==> src/rtl/board_scan.sv <==
// LED matrix row scanner: latches a 32-bit board at frame boundaries and refreshes rows by
// shifting column bits serially, strobing a latch, then enabling the row for a fixed dwell.
module board_scan #(
  parameter int unsigned ROWS    = 8,
  parameter int unsigned COLS    = 4,
  parameter int unsigned CLK_DIV = 2,
  parameter int unsigned DWELL   = 16
) (
  input  logic                 clka,
  input  logic                 restart_n,
  input  logic [ROWS*COLS-1:0] board_in,
  input  logic                 board_valid,
  output logic                 board_ack,
  output logic                 ser_data,
  output logic                 ser_clk,
  output logic                 ser_latch,
  output logic [ROWS-1:0]      row_sel,
  output logic                 row_en,
  output logic                 frame_done
);

  localparam int unsigned SubW = $clog2(2 * CLK_DIV);
  localparam int unsigned BitW = (COLS > 1) ? $clog2(COLS) : 1;
  localparam int unsigned RowW = (ROWS > 1) ? $clog2(ROWS) : 1;
  localparam int unsigned DwW  = (DWELL > 1) ? $clog2(DWELL) : 1;

  localparam logic [SubW-1:0] SubLast = SubW'(2 * CLK_DIV - 1);
  localparam logic [SubW-1:0] SubHigh = SubW'(CLK_DIV);
  localparam logic [BitW-1:0] BitLast = BitW'(COLS - 1);
  localparam logic [RowW-1:0] RowLast = RowW'(ROWS - 1);
  localparam logic [DwW-1:0]  DwLast  = DwW'(DWELL - 1);

  typedef enum logic [1:0] {StFrame, StShift, StLatch, StDwell} state_e;

  state_e                 r_state, w_state_d;
  logic [ROWS*COLS-1:0]   r_frame, w_frame_d;
  logic [RowW-1:0]        r_row, w_row_d;
  logic [SubW-1:0]        r_sub, w_sub_d;
  logic [BitW-1:0]        r_bit, w_bit_d;
  logic [DwW-1:0]         r_dwell, w_dwell_d;
  logic [ROWS-1:0]        r_row_sel, w_row_sel_d;

  logic [ROWS*COLS-1:0]   w_frame_sh;
  logic [COLS-1:0]        w_row_bits;
  logic [COLS-1:0]        w_col_sh;
  logic [ROWS-1:0]        w_onehot;

  // Current row's bits, then MSB column first by shifting the bit index up to the top.
  assign w_frame_sh = r_frame >> (32'(r_row) * COLS);
  assign w_row_bits = w_frame_sh[COLS-1:0];
  assign w_col_sh   = w_row_bits << r_bit;
  assign w_onehot   = ROWS'(1) << r_row;

  always_ff @(posedge clka or negedge restart_n) begin
    if (!restart_n) begin
      r_state   <= StFrame;
      r_frame   <= '0;
      r_row     <= '0;
      r_sub     <= '0;
      r_bit     <= '0;
      r_dwell   <= '0;
      r_row_sel <= '0;
    end else begin
      r_state   <= w_state_d;
      r_frame   <= w_frame_d;
      r_row     <= w_row_d;
      r_sub     <= w_sub_d;
      r_bit     <= w_bit_d;
      r_dwell   <= w_dwell_d;
      r_row_sel <= w_row_sel_d;
    end
  end

  always_comb begin
    w_state_d   = r_state;
    w_frame_d   = r_frame;
    w_row_d     = r_row;
    w_sub_d     = r_sub;
    w_bit_d     = r_bit;
    w_dwell_d   = r_dwell;
    w_row_sel_d = r_row_sel;
    board_ack   = 1'b0;
    ser_data    = 1'b0;
    ser_clk     = 1'b0;
    ser_latch   = 1'b0;
    row_sel     = r_row_sel;
    row_en      = 1'b0;
    frame_done  = 1'b0;

    unique case (r_state)
      StFrame: begin
        // Gated by reset so the ack stays low while the block is held in reset.
        if (board_valid && restart_n) begin
          board_ack = 1'b1;
          w_frame_d = board_in;
        end
        w_row_d   = '0;
        w_sub_d   = '0;
        w_bit_d   = '0;
        w_state_d = StShift;
      end
      StShift: begin
        ser_data = w_col_sh[COLS-1];
        ser_clk  = (r_sub >= SubHigh);
        if (r_sub == SubLast) begin
          w_sub_d = '0;
          if (r_bit == BitLast) begin
            w_bit_d   = '0;
            w_state_d = StLatch;
          end else begin
            w_bit_d = r_bit + 1'b1;
          end
        end else begin
          w_sub_d = r_sub + 1'b1;
        end
      end
      StLatch: begin
        ser_latch   = 1'b1;
        row_sel     = w_onehot;
        w_row_sel_d = w_onehot;
        w_dwell_d   = '0;
        w_state_d   = StDwell;
      end
      StDwell: begin
        row_en = 1'b1;
        if (r_dwell == DwLast) begin
          if (r_row == RowLast) begin
            frame_done = 1'b1;
            w_row_d    = '0;
            w_state_d  = StFrame;
          end else begin
            w_row_d   = r_row + 1'b1;
            w_state_d = StShift;
          end
        end else begin
          w_dwell_d = r_dwell + 1'b1;
        end
      end
      default: w_state_d = StFrame;
    endcase
  end

endmodule
==> config.mk <==
export PLATFORM = sky130hd
export DESIGN_NAME = board_scan
export DESIGN_NICKNAME = d
export VERILOG_FILES = /design/src/rtl/board_scan.sv
export SDC_FILE = /design/constraint.sdc
export NUM_CORES = 1
export LEC_CHECK = 0
export CAP_MARGIN = 20
export CORE_ASPECT_RATIO = 0.75
export CORE_UTILIZATION = 30
export CTS_CLUSTER_SIZE = 25
export DETAILED_ROUTE_END_ITERATION = 16
export PLACE_DENSITY_LB_ADDON = 0.08
export REMOVE_ABC_BUFFERS = 1
export SLEW_MARGIN = 25
export SYNTH_ARGS = -nofsm -noshare
export SYNTH_HDL_FRONTEND = slang
export SYNTH_SLANG_ARGS = --single-unit
==> constraint.sdc <==
create_clock -name clka -period 1.55 [get_ports clka]
set_input_delay 0.2325 -clock clka [delete_from_list [all_inputs] [get_ports clka]]
set_output_delay 0.2325 -clock clka [all_outputs]
set_load 0.02 [all_outputs]
==> results by group <==
STA
  • Final Hold Vio Count: 0
  • Worst setup margin: -570.1 ps
  • FMAX: 471.7 MHz
  • Setup TNS: -6499 ps
  • Fin crit period: 2120 ps
  • Worst-margin pin slew: 697.3 ps
  • Max-slew violations: 0
  • Fin Hold WS: 120.5 ps
  • Unrepaired setup endpoints after global routing: true
  • Final period util: 136.8%
  • Setup violations, final: 47
  • Worst Skew: 5.620 ps
  • Max_slew headroom: 53.52%

Critical path
  • Startpoint Class: flip-flop
  • Critical path capture point type: output port
  • CP arrival: 1890 ps
  • Crit Path Max Fanout: 5
  • Worst Path Buf+Inv: 1
  • Reg2Reg Depth: 8
  • Top delay family on crit path: multiplexers
  • Cell Chain, Critical Path: mux4_2 > mux2i_2 > o221ai_1 > o311a_1 > buf_6
  • Crit Path Class: reg2out
  • FF-to-FF Start: r_state[0]
  • R2R setup slack: -150 ps
  • Required @ worst endpoint: 1320 ps
  • Worst reg2reg endpoint: r_frame[29]
  • Slowest-stage cell, CP: mux4_2
  • Max stage delay on crit path: 530 ps

Job
  • Maxcap violations: 0

Clocking
  • Clock Path Buffers: 2
  • CTS Root Cell: clkbuf_16
  • Hold Buf Count CTS: 0
  • Htree depth: 2
  • Later-pin clock latency in the skew report: 290 ps
  • CTS sink cnt: 53
  • Cts bufs inserted: 5
  • CTS tree: yes
  • Reg clk slew, reported paths: 70 ps

Synthesis
  • Netlist cell types: 34
  • Count leader, synth: dfrtp_1
  • Area leader, netlist: dfrtp_1
  • #FFs+latches synth: 53
  • Commonest cells post-synth: dfrtp_1, mux2_2, ha_1, nand2_1, inv_1
  • Synth async-reset ratio: 100.0%
  • Post-synth EDFFs: 0
  • Post-Synthesis Cells: 210
  • Mean post-synth cell area: 12.51 µm²
  • Warnings, synthesis: 0
  • Post-Syn Area: 2626 µm²
  • Synth area leaders: dfrtp_1, mux2_2, ha_1
  • Post-synth top area share: 50.50%
  • Post-synth top flop: dfrtp_1
  • Register area share after synthesis: 50.50%

Power
  • Peak VDD IR: 0.4580 mV
  • Leakage power: 1.950 nW
  • Part of the power in registers: 49.1%
  • Combinational power share: 6.0%
  • Net Sw Power: 581.7 µW
  • Sw frac: 19.91%
  • Clk pwr share: 44.9%
  • Power Internal: 2.340 mW
  • PwrDens: 699.9 nW/µm²

Global route
  • Met1 global-route usage: 22.39%
  • Largest net degree at the start of global routing: 54
  • Number of global-route vias before repair: 1944
  • First-pass GRT wire length: 10150 µm
  • Met2 usage: 20.74%
  • Most used routing layer: met1
  • Initial antenna violation count: 0
  • GRT Total Usage: 14.69%
  • Grt ovf: 0
  • Met3 Use GR: 4.160%

Placement
  • DP Area: 3478 µm²
  • DP HPWL: 4315 µm
  • RePlAce Congestion: 0.7486
  • IO buf count: 48

Floorplan
  • Row cnt: 29
  • I/O Pins: 49
  • Die width: 110.0 µm
  • Area of the core: 8491 µm²
  • Die height: 83.03 µm
  • Starting Density: 30.93%
  • Die ar.: 9137 µm²

Drt
  • Routed vias/inst: 4.643
  • Wire per inst: 15.21 µm
  • Initial DRC Count: 72
  • Drc violations: 0
  • Vias post-DR: 1950
  • Post-DRT Antenna Nets: 0
  • Routed WL: 6389 µm
  • TritonRoute pass-1 iters: 4

Run status
  • Status: finished with violations
  • Failing checks: setup timing

Min path
  • HP Class: in2async

Cells and area
  • Diodes inserted: 0
  • Syn-to-layout area delta: 58.93%
  • Final #Nets: 360
  • Post-route cell area: 4174 µm²
  • Share of cells above drive strength 1: 50.00%
[cell usage in the layout (no fill, tap or decap), drive strengths merged, types with 2 or more instances in the layout]
master,count
a31o,3
clkdlybuf4s50,33
nand3,6
o21ai,12
nor2,11
buf,69
mux2i,3
nor3,2
nand2,14
nand2b,2
inv,13
mux4,7
o31ai,3
and3,2
ha,14
dfrtp,53
clkbuf,8
a22o,2
mux2,37
nor2b,3
a21oi,2
[registers in the layout, indices dropped and copies added (netlist names)]
register / flops
r_state: 2
r_frame: 32
r_sub: 2
r_row: 3
r_row_sel: 8
r_dwell: 4
r_bit: 2
[worst register-to-register path, cell delays in order (launching register included)]
cell and delay (ps):
dfrtp_1 420, inv_2 100, buf_6 110, ha_4 150, nand3_4 90, buf_8 160
buf_12 130, buf_12 130, mux2_4 300
[per-layer routing]
metal / up-vias / wire [µm]
met4: 0 / 37
met1: 959 / 3383
li1: 954 / -
met5: - / 0
met3: 6 / 230
met2: 31 / 2738
[worst max path at each step]
stage	to	from	depth (start not counted)
5_1_grt	ser_data	r_row[0]	5
6_report	ser_data	r_row[0]	5
2_1_floorplan	r_frame[0]	r_state[0]	4
3_5_place_dp	ser_data	r_row[0]	5
4_1_cts	ser_data	r_row[0]	5
3_3_place_gp	ser_data	r_row[0]	5
[cell families after synthesis]
logic type,share of synthesized area [%]
and+or+nand+nor,7.385
DFF,50.50
buffers and inverters,3.907
AOI/OAI and AO/OA,7.624
muxes,23.58
xor gates and xnor gates,0.3336
adders and majority gates,6.670
[power by group through the flow]
| stage | clock, mW | sequential, mW | combinational [mW] |
|---|---|---|---|
| finish | 1.31 | 1.43 | 0.176 |
| CTS | 1.35 | 1.43 | 0.174 |
| floorplan | 0 | 1.45 | 0.0462 |
| global route | 1.40 | 1.44 | 0.193 |
| global placement | 0 | 1.46 | 0.169 |
| detailed placement | 0 | 1.46 | 0.171 |
[stage by stage]
stage / total power, mW / setup WS, ps / cells / utilization [%]
3_3_place_gp: 1.631 / -717.4 / 392 / 40.97
5_1_grt: 3.032 / -684.2 / 420 / 49.16
6_report: 2.921 / -570.1 / 420 / 49.16
4_1_cts: 2.953 / -610.9 / 413 / 46.67
3_5_place_dp: 1.630 / -780.4 / 392 / 40.97
2_1_floorplan: 1.496 / -598.2 / 200 / -
[final cells by class]
cell class,instances,area (µm²)
inverters,13,56.30
clock inverters,2,37.54
well taps,108,135.1
flip-flops and latches,53,1331
clock buffers,6,138.9
repair buffers,104,1069
multi-input cells,134,1406
fillers,785,4317
[what timing repair did]
| action | 4_1_cts | 5_1_grt |
|---|---|---|
| pin swaps | 3 | 9 |
| resized for setup | 127 | 35 |
| setup buffers | 11 | 7 |
| setup endpoints to repair | 51 | 53 |
| cloned | 3 | 2 |
No activity file was read; power rests on OpenSTA's default activity.
